[src/rtl/mips_multicycle_ctrl.sv]
// Moore main-control FSM for the 8-bit multicycle mini-MIPS datapath.
// Defining MIPS_CTRL_BNE_EN adds the BNE opcode (000101) and its BNEEX state.
module mips_multicycle_ctrl #(
    parameter int unsigned FETCH_BYTES = 4
) (
    input  logic       clk,
    input  logic       reset,
    input  logic [5:0] op,
    input  logic       zero,
    output logic       memread,
    output logic       memwrite,
    output logic       alusrca,
    output logic [1:0] alusrcb,
    output logic [1:0] aluop,
    output logic       iord,
    output logic [3:0] irwrite,
    output logic [1:0] pcsrc,
    output logic       pcen,
    output logic       regwrite,
    output logic       regdst,
    output logic       memtoreg
);
    localparam int unsigned NFETCH = (FETCH_BYTES < 1) ? 1 : ((FETCH_BYTES > 4) ? 4 : FETCH_BYTES);

    localparam logic [5:0] OP_LB    = 6'b100000;
    localparam logic [5:0] OP_SB    = 6'b101000;
    localparam logic [5:0] OP_RTYPE = 6'b000000;
    localparam logic [5:0] OP_BEQ   = 6'b000100;
    localparam logic [5:0] OP_J     = 6'b000010;
    localparam logic [5:0] OP_ADDI  = 6'b001000;

`ifdef MIPS_CTRL_BNE_EN
    localparam logic [5:0] OP_BNE   = 6'b000101;
    localparam int unsigned STATE_W = 5;
`else
    localparam int unsigned STATE_W = 4;
`endif

    typedef enum logic [STATE_W-1:0] {
        S_FETCH1,
        S_FETCH2,
        S_FETCH3,
        S_FETCH4,
        S_DECODE,
        S_MEMADR,
        S_LBRD,
        S_LBWR,
        S_SBWR,
        S_RTYPEEX,
        S_RTYPEWR,
        S_BEQEX,
        S_JEX,
        S_ADDIEX,
`ifdef MIPS_CTRL_BNE_EN
        S_ADDIWR,
        S_BNEEX
`else
        S_ADDIWR
`endif
    } state_t;

    // Control word held in flops; enables are gated by reset at the port.
    typedef struct packed {
        logic       memread;
        logic       memwrite;
        logic       alusrca;
        logic [1:0] alusrcb;
        logic [1:0] aluop;
        logic       iord;
        logic [3:0] irwrite;
        logic [1:0] pcsrc;
        logic       pcwrite;
        logic       branch;
        logic       bne;
        logic       regwrite;
        logic       regdst;
        logic       memtoreg;
    } ctrl_t;

    state_t r_state;
    ctrl_t  r_ctrl;
    state_t w_next;
    logic   w_take;

    function automatic state_t next_state(input state_t s, input logic [5:0] o);
        next_state = S_FETCH1;
        case (s)
            S_FETCH1:  next_state = (NFETCH > 1) ? S_FETCH2 : S_DECODE;
            S_FETCH2:  next_state = (NFETCH > 2) ? S_FETCH3 : S_DECODE;
            S_FETCH3:  next_state = (NFETCH > 3) ? S_FETCH4 : S_DECODE;
            S_FETCH4:  next_state = S_DECODE;
            S_DECODE: begin
                case (o)
                    OP_LB, OP_SB: next_state = S_MEMADR;
                    OP_RTYPE:     next_state = S_RTYPEEX;
                    OP_BEQ:       next_state = S_BEQEX;
                    OP_J:         next_state = S_JEX;
                    OP_ADDI:      next_state = S_ADDIEX;
`ifdef MIPS_CTRL_BNE_EN
                    OP_BNE:       next_state = S_BNEEX;
`endif
                    default:      next_state = S_FETCH1;
                endcase
            end
            S_MEMADR: begin
                if (o == OP_LB)
                    next_state = S_LBRD;
                else if (o == OP_SB)
                    next_state = S_SBWR;
                else
                    next_state = S_FETCH1;
            end
            S_LBRD:    next_state = S_LBWR;
            S_RTYPEEX: next_state = S_RTYPEWR;
            S_ADDIEX:  next_state = S_ADDIWR;
            // Terminal states and any unused encoding restart the fetch.
            default:   next_state = S_FETCH1;
        endcase
    endfunction

    function automatic ctrl_t decode(input state_t s);
        decode = '0;
        case (s)
            S_FETCH1, S_FETCH2, S_FETCH3, S_FETCH4: begin
                decode.memread = 1'b1;
                decode.alusrcb = 2'b01;
                decode.pcwrite = 1'b1;
                case (s)
                    S_FETCH1: decode.irwrite = 4'b0001;
                    S_FETCH2: decode.irwrite = 4'b0010;
                    S_FETCH3: decode.irwrite = 4'b0100;
                    default:  decode.irwrite = 4'b1000;
                endcase
            end
            S_DECODE: decode.alusrcb = 2'b11;
            S_MEMADR, S_ADDIEX: begin
                decode.alusrca = 1'b1;
                decode.alusrcb = 2'b10;
            end
            S_LBRD: begin
                decode.memread = 1'b1;
                decode.iord    = 1'b1;
            end
            S_LBWR: begin
                decode.regwrite = 1'b1;
                decode.memtoreg = 1'b1;
            end
            S_SBWR: begin
                decode.memwrite = 1'b1;
                decode.iord     = 1'b1;
            end
            S_RTYPEEX: begin
                decode.alusrca = 1'b1;
                decode.aluop   = 2'b10;
            end
            S_RTYPEWR: begin
                decode.regwrite = 1'b1;
                decode.regdst   = 1'b1;
            end
            S_BEQEX: begin
                decode.alusrca = 1'b1;
                decode.aluop   = 2'b01;
                decode.branch  = 1'b1;
                decode.pcsrc   = 2'b01;
            end
`ifdef MIPS_CTRL_BNE_EN
            S_BNEEX: begin
                decode.alusrca = 1'b1;
                decode.aluop   = 2'b01;
                decode.branch  = 1'b1;
                decode.bne     = 1'b1;
                decode.pcsrc   = 2'b01;
            end
`endif
            S_JEX: begin
                decode.pcwrite = 1'b1;
                decode.pcsrc   = 2'b10;
            end
            S_ADDIWR: decode.regwrite = 1'b1;
            default: ;
        endcase
    endfunction

    assign w_next = next_state(r_state, op);

    // Control flops are loaded with the decode of the state being entered.
    always_ff @(posedge clk) begin
        if (!reset) begin
            r_state <= S_FETCH1;
            r_ctrl  <= decode(S_FETCH1);
        end else begin
            r_state <= w_next;
            r_ctrl  <= decode(w_next);
        end
    end

    // Branch condition is evaluated on the live zero flag of the branch cycle.
    assign w_take = r_ctrl.branch & (zero ^ r_ctrl.bne);

    assign memread  = reset & r_ctrl.memread;
    assign memwrite = reset & r_ctrl.memwrite;
    assign regwrite = reset & r_ctrl.regwrite;
    assign irwrite  = {4{reset}} & r_ctrl.irwrite;
    assign pcen     = reset & (r_ctrl.pcwrite | w_take);
    assign alusrca  = r_ctrl.alusrca;
    assign alusrcb  = r_ctrl.alusrcb;
    assign aluop    = r_ctrl.aluop;
    assign iord     = r_ctrl.iord;
    assign pcsrc    = r_ctrl.pcsrc;
    assign regdst   = r_ctrl.regdst;
    assign memtoreg = r_ctrl.memtoreg;

endmodule

[config.mk]
export PLATFORM = sky130hd
export DESIGN_NAME = mips_multicycle_ctrl
export DESIGN_NICKNAME = d
export VERILOG_FILES = /design/src/rtl/mips_multicycle_ctrl.sv
export SDC_FILE = /design/constraint.sdc
export NUM_CORES = 1
export LEC_CHECK = 0
export ABC_AREA = 1
export CORE_ASPECT_RATIO = 1.1
export CORE_MARGIN = 1
export CORE_UTILIZATION = 25
export DETAILED_ROUTE_END_ITERATION = 10
export GPL_TIMING_DRIVEN = 0
export MAX_ROUTING_LAYER = met4
export PLACE_DENSITY = 0.48
export SYNTH_ARGS = -nofsm -noshare
export SYNTH_HDL_FRONTEND = slang
export SYNTH_SLANG_ARGS = --single-unit
[constraint.sdc]
create_clock -name clk -period 1.25 [get_ports clk]
set_input_delay 0.25 -clock clk [delete_from_list [all_inputs] [get_ports clk]]
set_output_delay 0.25 -clock clk [all_outputs]
set_load 0.05 [all_outputs]
After elaboration in Yosys (flattened, before gate mapping)

Index checks and enable logic that the tools add are counted.

Bitwise operators: 8
Multiplexer cells: 18
Reduce and logical (&&, ||, !) cells: 12
Eq/ne operators: 27

Operators by type and width:

| operator             | number |
|---|---|
| $eq A4 B4 Y1 const B | 9 |
| $pmux W4 S9          | 1 |
| $eq A4 B3 Y1 const B | 7 |
| $pmux W4 S5          | 1 |
| $eq A4 B2 Y1 const B | 4 |
| $eq A6 B6 Y1 const B | 2 |
| $mux W4              | 3 |
| $pmux W4 S3          | 1 |
| $reduce_or A5 Y1     | 2 |
| $mux W1              | 9 |
| $eq A4 B1 Y1 const B | 2 |
| $logic_not A4 Y1     | 2 |
| $pmux W2 S2          | 2 |
| $reduce_or A4 Y1     | 2 |
| $eq A6 B2 Y1 const B | 1 |
| $eq A6 B3 Y1 const B | 1 |
| $eq A6 B4 Y1 const B | 1 |
| $logic_not A6 Y1     | 1 |
| $pmux W2 S3          | 1 |
| $reduce_or A2 Y1     | 3 |
| $and A1 B1 Y1        | 5 |
| $and A4 B4 Y4        | 1 |
| $reduce_or A3 Y1     | 1 |
| $reduce_and A2 Y1    | 1 |
| other kinds (2)      | 2 |

Input port bits: 9
Word-level logic and storage cells: 81
Output and inout bits: 18
Register bits after elaboration: 24

Longest topological paths before layout

Gate-level depths: netlist of run 1.

Depth after elaboration: 7
Gate-level depth with buffers: 9
Depth with buffers taken out: 9

Worst setup path after synthesis of run 1

Ideal clock, no wire load.

Path type: reg-to-output
From: register r_ctrl[4] in the netlist's numbering
To: output port pcen
Cell stages (with the launch flop): 3
Slack: -0.036 ns
Data arrival time: 1.036 ns
Cell sequence: dfxtp_1 a21oi_1 nor2_1

Cells in the longest elaborated chain, start to end: 3

RTL lines:

| what                   | line | source |
|---|---|---|
| from (decl)            | 81   | `ctrl_t r_ctrl;` |
| from (signal assigned) | 190  | `r_ctrl <= decode(S_FETCH1);` |
| from (signal assigned) | 193  | `r_ctrl <= decode(w_next);` |
| $and A1 B1 Y1          | 198  | `assign w_take = r_ctrl.branch & (zero ^ r_ctrl.bne);` |
| $or A1 B1 Y1           | 204  | `assign pcen = reset & (r_ctrl.pcwrite \| w_take);` |
| $and A1 B1 Y1          | 204  |  |
| to (decl)              | 18   | `output logic pcen,` |

Every way passes these cells.

Worst setup path in the final report of run 1

From: register r_state[3]
To: register r_ctrl[11] in the netlist's numbering

Cells in the longest elaborated chain, start to end: 5

RTL lines:

| what                                       | line     | source |
|---|---|---|
| from (decl)                                | 80       | `state_t r_state;` |
| from (signal assigned)                     | 192      | `r_state <= w_next;` |
| $eq A4 B4 Y1, or another cell as far along | 87       | `case (s)` |
| $pmux W4 S9 (*)                            | 87       |  |
| $eq A4 B1 Y1, or another cell as far along | 123, 128 |  |
| $reduce_or A4 Y1                           | 123      | `case (s)` |
| $reduce_and A2 Y1 (no line)                | -        |  |

Mark *: on every way between the ends. The rest lies on a longest branch, timed or not.
A chain may end at the register's enable or synchronous reset.

==> results.py, run 1 <==
metrics = {
    "setup_path": {
        "worst_case_register_to_register_setup_slack_ns": -0.06,
        "timing.critical_path.cells": "inv_4 > nand4_1 > nor2_2 > nor2_4 > nand3_4 > nand2_4 > nor2_1 > and2_1",
        "critPathMaxFanout": 4,
        "endpoint_kind": "register",
        "cp_slowest_stage_delay_ns": 0.39,
        "critical_path.slowest_cell": "sky130_fd_sc_hd__dfxtp_4",
        "cp_data_arrival_time_ns": 1.46,
        "critical_setup_path_class": "reg -> reg",
        "cp-start-kind": "register",
        "cp.required_ns": 1.40,
        "worst_path_dominant_cell_family": "simple AND/OR/NAND/NOR gates",
        "crit_buf_inv": 1,
    },
    "timing": {
        "fin_ws_ns": -0.0577,
        "finClkSkew_ns": 0.00266,
        "setup-tns-final_ns": -0.341,
        "worst_slew_pin_slew_ns": 0.280,
        "final_hold_viol_count": 0,
        "max_slew_margin_pct": 81.4,
        "final.period_utilization_pct": 105,
        "rsz0062_at_grt": "true",
        "max_freq_mhz": 765,
        "report.final.slew_viol_count": 0,
        "setup_viol": 10,
        "final.min_clock_period_ns": 1.31,
        "fin_worst_hold_slack_ns": 0.319,
    },
    "detailed_routing": {
        "dr.pass1.iters": 4,
        "finalWirelength_mm": 2.23,
        "vias_per_cell": 4.14,
        "antenna_violating_nets_post_route": 0,
        "post_drt_wl_per_cell_um": 9.41,
        "drc_errors": 0,
        "drt-initial-drc-count": 19,
        "route.vias.total": 980,
    },
    "yosys": {
        "synth_edf_count": 0,
        "synthesis.yosys.warnings": 0,
        "synth_largest_area_cell": "sky130_fd_sc_hd__dfxtp_1",
        "netlist_top_cells_area": "sky130_fd_sc_hd__dfxtp_1, sky130_fd_sc_hd__nand2_1, sky130_fd_sc_hd__nor2_1",
        "synthMostInstantiatedCell": "sky130_fd_sc_hd__nand2_1",
        "synthArstFlopShare_pct": 0,
        "portion_of_the_post_synthesis_area_used_by_sequential_elements_pct": 40.3,
        "yosys.cell_types.count": 21,
        "synth_commonest_cells": "sky130_fd_sc_hd__nand2_1, sky130_fd_sc_hd__nor2_1, sky130_fd_sc_hd__inv_1, sky130_fd_sc_hd__dfxtp_1, sky130_fd_sc_hd__nand3_1",
        "synthesis.instances": 151,
        "dominantRegCellSynth": "sky130_fd_sc_hd__dfxtp_1",
        "synthesis.nets": 160,
        "synth_top_area_share_pct": 40.3,
        "syn_area_per_cell_um2": 6.91,
        "yosys_register_bits": 21,
        "mappedNetlistArea_um2": 1040,
    },
    "pwr": {
        "vdd_drop_max_uv": 340,
        "power.switching_uw": 434,
        "power.clock.fraction_pct": 29.8,
        "p_int_uw": 1020,
        "power.sequential.fraction_pct": 48.9,
        "cellPowerDensity_nw_per_um2": 898,
        "comb_power_share_pct": 21.3,
        "power_switching_share_pct": 29.9,
        "power.leakage_uw": 0.000796,
    },
    "floorplanning": {
        "fp.dieH_um": 69.8,
        "fp.dieArea_um2": 4440,
        "placeableCoreArea_um2": 3990,
        "floorplan.initialDensity_pct": 26.1,
        "horizontal_die_dimension_um": 63.6,
        "core.rowCount": 24,
        "pin_count": 27,
    },
    "final_layout": {
        "count_of_filler_cells_inserted_in_the_layout": 416,
        "seq_area_um2": 437,
        "area_of_combinational_cells_with_multiple_inputs_um2": 678,
        "fin_nets": 195,
        "antennaDiodeCount": 0,
        "syn_to_final_growth_pct": 54.8,
        "final_layout_size_suffix_gt1_share_pct": 53.5,
    },
    "clocking": {
        "cts.sinks": 21,
        "number_of_buffers_on_the_longest_clock_path": 2,
        "cts_tree": "yes",
        "tritoncts.num_buffers": 3,
        "worst_path_clk_slew_ns": 0.07,
        "clock-root-buffer": "sky130_fd_sc_hd__clkbuf_8",
        "clk-insertion-delay-late_ns": 0.26,
        "cts-hold-fix-buffers": 0,
        "htreeDepth": 1,
    },
    "grt": {
        "groute.usage.overall_pct": 11.5,
        "vias_in_the_first_global_route": 968,
        "pin_count_of_the_biggest_net_entering_global_routing": 13,
        "gr-total-overflow": 0,
        "grt_antenna_before_repair": 0,
        "grt_pass1_wl_mm": 3.96,
    },
    "placed_design": {
        "routabilityCongestion": 0.822,
        "port_buffers": 26,
        "place_hpwl_mm": 1.73,
    },
    "outcome": {
        "failing_checks": "setup timing",
        "status": "finished, violations left",
    },
    "min_path": {
        "hp-class": "in -> reg",
    },
    "job": {
        "max_cap_violations": 0,
    },
}
[metrics by stage]
| step | util, % | total power [uW] | instance area (um^2) | cells | setup WS (ns) |
|---|---|---|---|---|---|
| 2_1_floorplan | - | 890 | 1050 | 151 | 0.0322 |
| 3_3_place_gp | 34.3 | 976 | 1370 | 229 | -0.969 |
| 3_5_place_dp | 34.3 | 977 | 1370 | 229 | -0.960 |
| 4_1_cts | 38.8 | 1440 | 1550 | 236 | -0.0568 |
| 5_1_grt | 40.4 | 1520 | 1620 | 237 | -0.138 |
| 6_report | 40.4 | 1450 | 1620 | 237 | -0.0577 |
[area by class of cell]
cell class,count,area share (%)
clock buffers,3,2.56
flip-flops and latches,21,27.0
plain buffers,7,3.49
well taps,52,4.03
multi-input cells,96,42.0
inverters,27,6.51
clock inverters,1,0.310
repair buffers,30,14.1
[worst register-to-register path, delay by kind of cell (launching register included)]
family	cells	cell delay [ns]
and+or+nand+nor	7	0.77
DFF	1	0.39
buffers and inverters	1	0.04
[path summary, 6_finish.rpt]
check | from | to | depth (start not counted)
setup / recovery | r_state[3] | r_ctrl[11] | 8
hold / removal | reset | r_state[2] | 3
setup reg to reg | r_state[3] | r_ctrl[11] | 8
hold reg to reg | r_state[2] | regdst | 1
[flip-flops by register name, summed over array words and instances (netlist names)]
name      flops
r_ctrl        9
pcsrc         1
alusrca       1
aluop         1
alusrcb       2
regdst        1
iord          1
r_state       4
memtoreg      1
[power by group through the flow]
stage                     registers [uW]  clock network, uW  logic [uW]
after floorplan                      720                  0         170
after global placement               723                  0         253
after global routing                 711                469         338
after detailed placement             723                  0         254
final                                709                433         309
after CTS                            707                446         288
[layout by cell type, fill, tap and decap left out, types with 3 or more instances in the layout]
cell and instances:
sky130_fd_sc_hd__buf_2 7, sky130_fd_sc_hd__buf_4 17, sky130_fd_sc_hd__clkbuf_2 3, sky130_fd_sc_hd__clkbuf_8 3, sky130_fd_sc_hd__clkdlybuf4s15_2 4, sky130_fd_sc_hd__dfxtp_1 16
sky130_fd_sc_hd__dfxtp_4 4, sky130_fd_sc_hd__dlygate4sd2_1 3, sky130_fd_sc_hd__inv_1 19, sky130_fd_sc_hd__inv_2 6, sky130_fd_sc_hd__nand2_1 24, sky130_fd_sc_hd__nand2_2 10
sky130_fd_sc_hd__nand3_1 4, sky130_fd_sc_hd__nand3_2 7, sky130_fd_sc_hd__nand3_4 4, sky130_fd_sc_hd__nor2_1 14, sky130_fd_sc_hd__nor2_2 10, sky130_fd_sc_hd__nor2_4 11
[layer usage]
metal  vias to the layer above  global-route usage [%]  share of wire [%]
li1                        520                       -                  -
met1                       434                    12.3                 42
met2                        22                    20.4                 53
met3                         4                    1.48                3.3
met4                         0                    6.06                1.6
met5                         -                       -                  0
[cells by family (layout without fill, tap and decap cells)]
family	Yosys count	after routing	share of synthesized area, %
DFF	21	21	40.3
and+or+nand+nor	90	90	39.3
buffers and inverters	34	68	14.5
AOI/OAI and AO/OA	6	6	5.88
[repair_timing]
| action | in CTS | in global routing |
|---|---|---|
| buffers inserted | 3 | 1 |
| gates resized for setup | 152 | 26 |
| pin swaps | 24 | 18 |
| hold endpoints to repair | 0 | 0 |
| endpoints found under the setup margin | 34 | 24 |
No activity file was read; power rests on OpenSTA's default activity.
==> inputs of run 2 (changes only) <==
- CELL_PAD_IN_SITES_DETAIL_PLACEMENT: not set -> 1
- CELL_PAD_IN_SITES_GLOBAL_PLACEMENT: not set -> 1
- MAX_ROUTING_LAYER: met4 -> not set
- PLACE_DENSITY: 0.48 -> 0.64
==> results.py, run 2 (synthesis gave the netlist of run 1 again) <==
metrics = {
    "outcome": {
        "status": "finished, violations left",
        "failing_checks": "setup timing",
    },
    "clocking": {
        "clk-insertion-delay-late_ns": 0.26,
        "cts-hold-fix-buffers": 0,
        "worst_path_clk_slew_ns": 0.08,
        "htreeDepth": 1,
        "cts.sinks": 21,
        "number_of_buffers_on_the_longest_clock_path": 2,
        "cts_tree": "yes",
        "clock-root-buffer": "sky130_fd_sc_hd__clkbuf_8",
        "tritoncts.num_buffers": 3,
    },
    "placed_design": {
        "port_buffers": 26,
        "place_hpwl_mm": 2.24,
        "routabilityCongestion": 0.832,
    },
    "setup_path": {
        "cp_common_cell": "sky130_fd_sc_hd__nor2_4",
        "cp-start-kind": "register",
        "critical_path.reg2reg.startpoint": "r_state[3]",
        "critical_path.slowest_cell": "sky130_fd_sc_hd__dfxtp_4",
        "cp_slowest_stage_delay_ns": 0.37,
        "critical_setup_path_class": "reg -> reg",
        "ff2ff_path_depth": 8,
        "endpoint_kind": "register",
        "reg2reg_to": "r_ctrl[11]",
        "critPathMaxFanout": 4,
        "cp_data_arrival_time_ns": 1.57,
        "timing.critical_path.cells": "nor2_4 > nand2_2 > nor2_4 > nor2_4 > nand3_4 > nand2_4 > nor2_1 > and2_1",
        "worst_case_register_to_register_setup_slack_ns": -0.12,
        "cp.required_ns": 1.46,
    },
    "job": {
        "max_cap_violations": 0,
    },
    "floorplanning": {
        "core.rowCount": 24,
        "placeableCoreArea_um2": 3990,
        "floorplan.initialDensity_pct": 26.1,
        "pin_count": 27,
        "fp.dieH_um": 69.8,
        "horizontal_die_dimension_um": 63.6,
        "fp.dieArea_um2": 4440,
    },
    "final_layout": {
        "largest_register_ffs": 9,
        "antennaDiodeCount": 0,
        "layout_common_cells": "sky130_fd_sc_hd__nand2_1, sky130_fd_sc_hd__buf_4, sky130_fd_sc_hd__inv_1",
        "syn_to_final_growth_pct": 59.1,
        "fin_util_pct": 41.6,
        "final_common_cell": "sky130_fd_sc_hd__nand2_1",
        "final_layout_size_suffix_gt1_share_pct": 50.8,
        "top_register_by_number_of_flip_flops": "r_ctrl",
        "fin_nets": 201,
    },
    "timing": {
        "report.final.slew_viol_count": 0,
        "finClkSkew_ns": 0.00501,
        "fin_worst_hold_slack_ns": 0.318,
        "final.period_utilization_pct": 109,
        "rsz0062_at_grt": "true",
        "worst_slew_pin_slew_ns": 0.282,
        "fin_ws_ns": -0.117,
        "final.min_clock_period_ns": 1.37,
        "setup_viol": 14,
        "max_freq_mhz": 732,
        "max_slew_margin_pct": 81.1,
        "final_hold_viol_count": 0,
    },
    "pwr": {
        "cellPowerDensity_nw_per_um2": 894,
        "power.leakage_uw": 0.000805,
        "vdd_drop_max_uv": 349,
    },
    "grt": {
        "pin_count_of_the_biggest_net_entering_global_routing": 13,
        "grt_antenna_before_repair": 0,
        "groute.usage.overall_pct": 15.0,
        "grt_pass1_wl_mm": 5.03,
        "vias_in_the_first_global_route": 1153,
        "gr-total-overflow": 0,
    },
    "detailed_routing": {
        "antenna_violating_nets_post_route": 0,
        "route.vias.total": 1073,
        "drt-initial-drc-count": 6,
        "vias_per_cell": 4.42,
        "finalWirelength_mm": 3.09,
        "post_drt_wl_per_cell_um": 12.7,
        "dr.pass1.iters": 2,
        "drc_errors": 0,
    },
    "min_path": {
        "hp-start": "reset",
        "worst_hold_path.endpoint": "r_state[2]",
        "hp-class": "in -> reg",
        "min_delay_path_depth": 3,
    },
}
==> run 2: worst max path at each step <==
stage               cells past startpoint        from  slack (ns)    endpoint
floorplan                               8  r_state[0]        0.03   r_ctrl[5]
global placement                        5       reset       -0.96  irwrite[3]
detailed placement                      5       reset       -1.00  irwrite[0]
CTS                                     8  r_state[3]       -0.09  r_ctrl[11]
global route                            8  r_state[3]       -0.19  r_ctrl[19]
finish                                  8  r_state[3]       -0.12  r_ctrl[11]
==> run 2: timing repair <==
action	4_1_cts	5_1_grt
pin swaps	21	9
setup endpoints to repair	35	22
buffers inserted	9	1
gates resized for setup	147	26
hold endpoints to repair	0	0
==> run 2: layout make-up <==
class	count	area, um^2
inverters	27	105
fillers	504	2330
clock buffers	3	41.3
clock inverters	1	5.00
flip-flops and latches	21	439
multi-input cells	96	658
plain buffers	7	56.3
repair buffers	36	290
well taps	52	65.1
==> run 2: report_power, final <==
group	switching (uW)	internal, uW
Sequential	21.0	687
Clock	223	222
Combinational	214	117
Total	458	1030
==> run 2: per-layer routing <==
| layer | track usage, % | wire length, um |
|---|---|---|
| met1 | 14.8 | 1150 |
| met2 | 28.4 | 1750 |
| met3 | 2.80 | 87 |
| met4 | 8.59 | 97 |
| met5 | 0 | 0 |
==> run 2: worst max-delay path: cells and delay by family (launching register included) <==
kind	cells	cell delay, ns
DFF	1	0.37
and+or+nand+nor	8	0.94
==> run 2: through the flow <==
stage | instance area, um^2 | cells | setup TNS, ns | power (uW) | setup slack [ns]
after floorplan | 1050 | 151 | 0 | 890 | 0.0322
after global placement | 1370 | 229 | -17.31 | 977 | -0.959
after detailed placement | 1370 | 229 | -19.17 | 987 | -1.00
after CTS | 1570 | 242 | -0.654 | 1450 | -0.0922
after global routing | 1660 | 243 | -2.01 | 1550 | -0.190
final | 1660 | 243 | -1.01 | 1480 | -0.117
==> inputs of run 3 (changes only) <==
- CORE_UTILIZATION: 25 -> 30
- PLACE_DENSITY: 0.64 -> 0.74
==> results.py, run 3 (synthesis gave the netlist of run 1 again) <==
metrics = {
    "setup_path": {
        "cp_data_arrival_time_ns": 1.72,
        "critical_setup_path_class": "reg -> reg",
        "endpoint_kind": "register",
        "critPathMaxFanout": 4,
        "cp-start-kind": "register",
        "cp.required_ns": 1.51,
    },
    "clocking": {
        "cts-hold-fix-buffers": 0,
        "tritoncts.num_buffers": 3,
        "worst_path_clk_slew_ns": 0.13,
        "clk-insertion-delay-late_ns": 0.31,
        "cts.sinks": 21,
        "htreeDepth": 1,
        "cts_tree": "yes",
        "clock-root-buffer": "sky130_fd_sc_hd__clkbuf_4",
        "number_of_buffers_on_the_longest_clock_path": 2,
    },
    "timing": {
        "setup_viol": 15,
        "finClkSkew_ns": 0.00722,
        "max_slew_margin_pct": 81.2,
        "final.period_utilization_pct": 117,
        "max_freq_mhz": 682,
        "final_hold_viol_count": 0,
        "rsz0062_at_grt": "true",
        "worst_slew_pin_slew_ns": 0.282,
        "report.final.slew_viol_count": 0,
        "final.min_clock_period_ns": 1.47,
        "fin_ws_ns": -0.216,
    },
    "detailed_routing": {
        "post_drt_wl_per_cell_um": 13.4,
        "dr.pass1.iters": 4,
        "drt-initial-drc-count": 11,
        "drc_errors": 0,
        "finalWirelength_mm": 3.26,
        "route.vias.total": 1090,
        "vias_per_cell": 4.49,
        "antenna_violating_nets_post_route": 0,
    },
    "final_layout": {
        "largest_register_ffs": 9,
        "fin_nets": 205,
        "syn_to_final_growth_pct": 61.2,
        "count_of_filler_cells_inserted_in_the_layout": 396,
        "final_layout_size_suffix_gt1_share_pct": 55.4,
        "top_register_by_number_of_flip_flops": "r_ctrl",
        "antennaDiodeCount": 0,
        "final_common_cell": "sky130_fd_sc_hd__buf_4",
        "layout_common_cells": "sky130_fd_sc_hd__buf_4, sky130_fd_sc_hd__nand2_1, sky130_fd_sc_hd__inv_1",
    },
    "pwr": {
        "power.leakage_uw": 0.000846,
        "cellPowerDensity_nw_per_um2": 845,
        "power.sequential.fraction_pct": 50.0,
        "power.clock.fraction_pct": 24.1,
        "p_int_uw": 945,
        "power.switching_uw": 475,
        "vdd_drop_max_uv": 254,
        "post-layout-total-power_uw": 1420,
        "power_switching_share_pct": 33.4,
        "comb_power_share_pct": 25.9,
    },
    "grt": {
        "grt_antenna_before_repair": 0,
        "met1_grt_util_pct": 19.8,
        "vias_in_the_first_global_route": 1152,
        "grt_pass1_wl_mm": 5.13,
        "met2_global_route_usage_pct": 34.9,
        "gr-max-usage-layer": "met2",
        "groute.usage.overall_pct": 17.9,
        "grt.met3_usage_pct": 1.21,
        "gr-total-overflow": 0,
        "pin_count_of_the_biggest_net_entering_global_routing": 13,
    },
    "outcome": {
        "status": "finished, violations left",
        "failing_checks": "setup timing",
    },
    "floorplanning": {
        "pin_count": 27,
        "placeableCoreArea_um2": 3330,
        "core.rowCount": 22,
        "fp.dieArea_um2": 3720,
        "fp.dieH_um": 63.9,
        "floorplan.initialDensity_pct": 31.3,
        "horizontal_die_dimension_um": 58.2,
    },
    "job": {
        "max_cap_violations": 0,
    },
    "placed_design": {
        "port_buffers": 26,
        "dp_slack_ns": -0.996,
        "place_hpwl_mm": 2.12,
        "routabilityCongestion": 0.802,
    },
    "min_path": {
        "hp-class": "in -> reg",
    },
}
## run 3: final timing paths
path / from / to / slack, ns / cells past startpoint
max reg2reg: r_state[3] / r_ctrl[18] / -0.22 / 8
min reg2reg: r_state[2] / regdst / 0.51 / 1
min: reset / r_state[1] / 0.28 / 3
max: r_state[3] / r_ctrl[18] / -0.22 / 8
## run 3: power by group through the flow
stage | Clock (uW) | Sequential (uW) | Combinational, uW
after floorplan | 0 | 720 | 170
after global placement | 0 | 722 | 253
after detailed placement | 0 | 723 | 262
after CTS | 342 | 708 | 305
after global routing | 381 | 714 | 394
final | 343 | 710 | 367
## run 3: final cells by class
cell class	count	area [um^2]	share of cell area (%)
Sequential cell	21	437	26.0
Timing Repair Buffer	40	313	18.6
Multi-Input combinational cell	96	679	40.4
Inverter	27	105	6.25
Clock inverter	1	5.00	0.298
Clock buffer	3	22.5	1.34
Buffer	7	60.1	3.57
Tap cell	48	60.1	3.57
## run 3: routing by layer
layer / vias to the layer above / share of wire, % / routed length (um)
met5: - / 0 / 0
met4: 0 / 1.7 / 57
met3: 4 / 1.7 / 54
met2: 20 / 59 / 1910
met1: 525 / 38 / 1240
li1: 541 / - / -
## run 3: metrics by stage
stage | setup TNS, ns | area, um^2 | hold slack (ns) | utilization, % | std cells
after floorplan | 0 | 1050 | 0.366 | - | 151
after global placement | -17.10 | 1370 | 0.535 | 41.0 | 225
after detailed placement | -18.62 | 1370 | 0.547 | 41.0 | 225
after CTS | -1.52 | 1530 | 0.355 | 45.9 | 239
after global routing | -3.17 | 1680 | 0.268 | 50.5 | 243
final | -1.89 | 1680 | 0.284 | 50.5 | 243
## run 3: critical path, stage by stage (launching register included)
cell	delay [ns]
sky130_fd_sc_hd__dfxtp_4	0.39
sky130_fd_sc_hd__inv_4	0.07
sky130_fd_sc_hd__nand4_1	0.16
sky130_fd_sc_hd__nor2_2	0.21
sky130_fd_sc_hd__nor2_2	0.07
sky130_fd_sc_hd__buf_4	0.14
sky130_fd_sc_hd__a21oi_4	0.16
sky130_fd_sc_hd__nand2_1	0.10
sky130_fd_sc_hd__nor2_1	0.11
## run 3: what timing repair did
action / CTS / global route
setup buffers: 10 / 4
setup endpoints to repair: 34 / 28
pin swaps: 18 / 15
gates resized for setup: 146 / 46
cloned: 0 / 0
endpoints found under the hold margin: 0 / 0
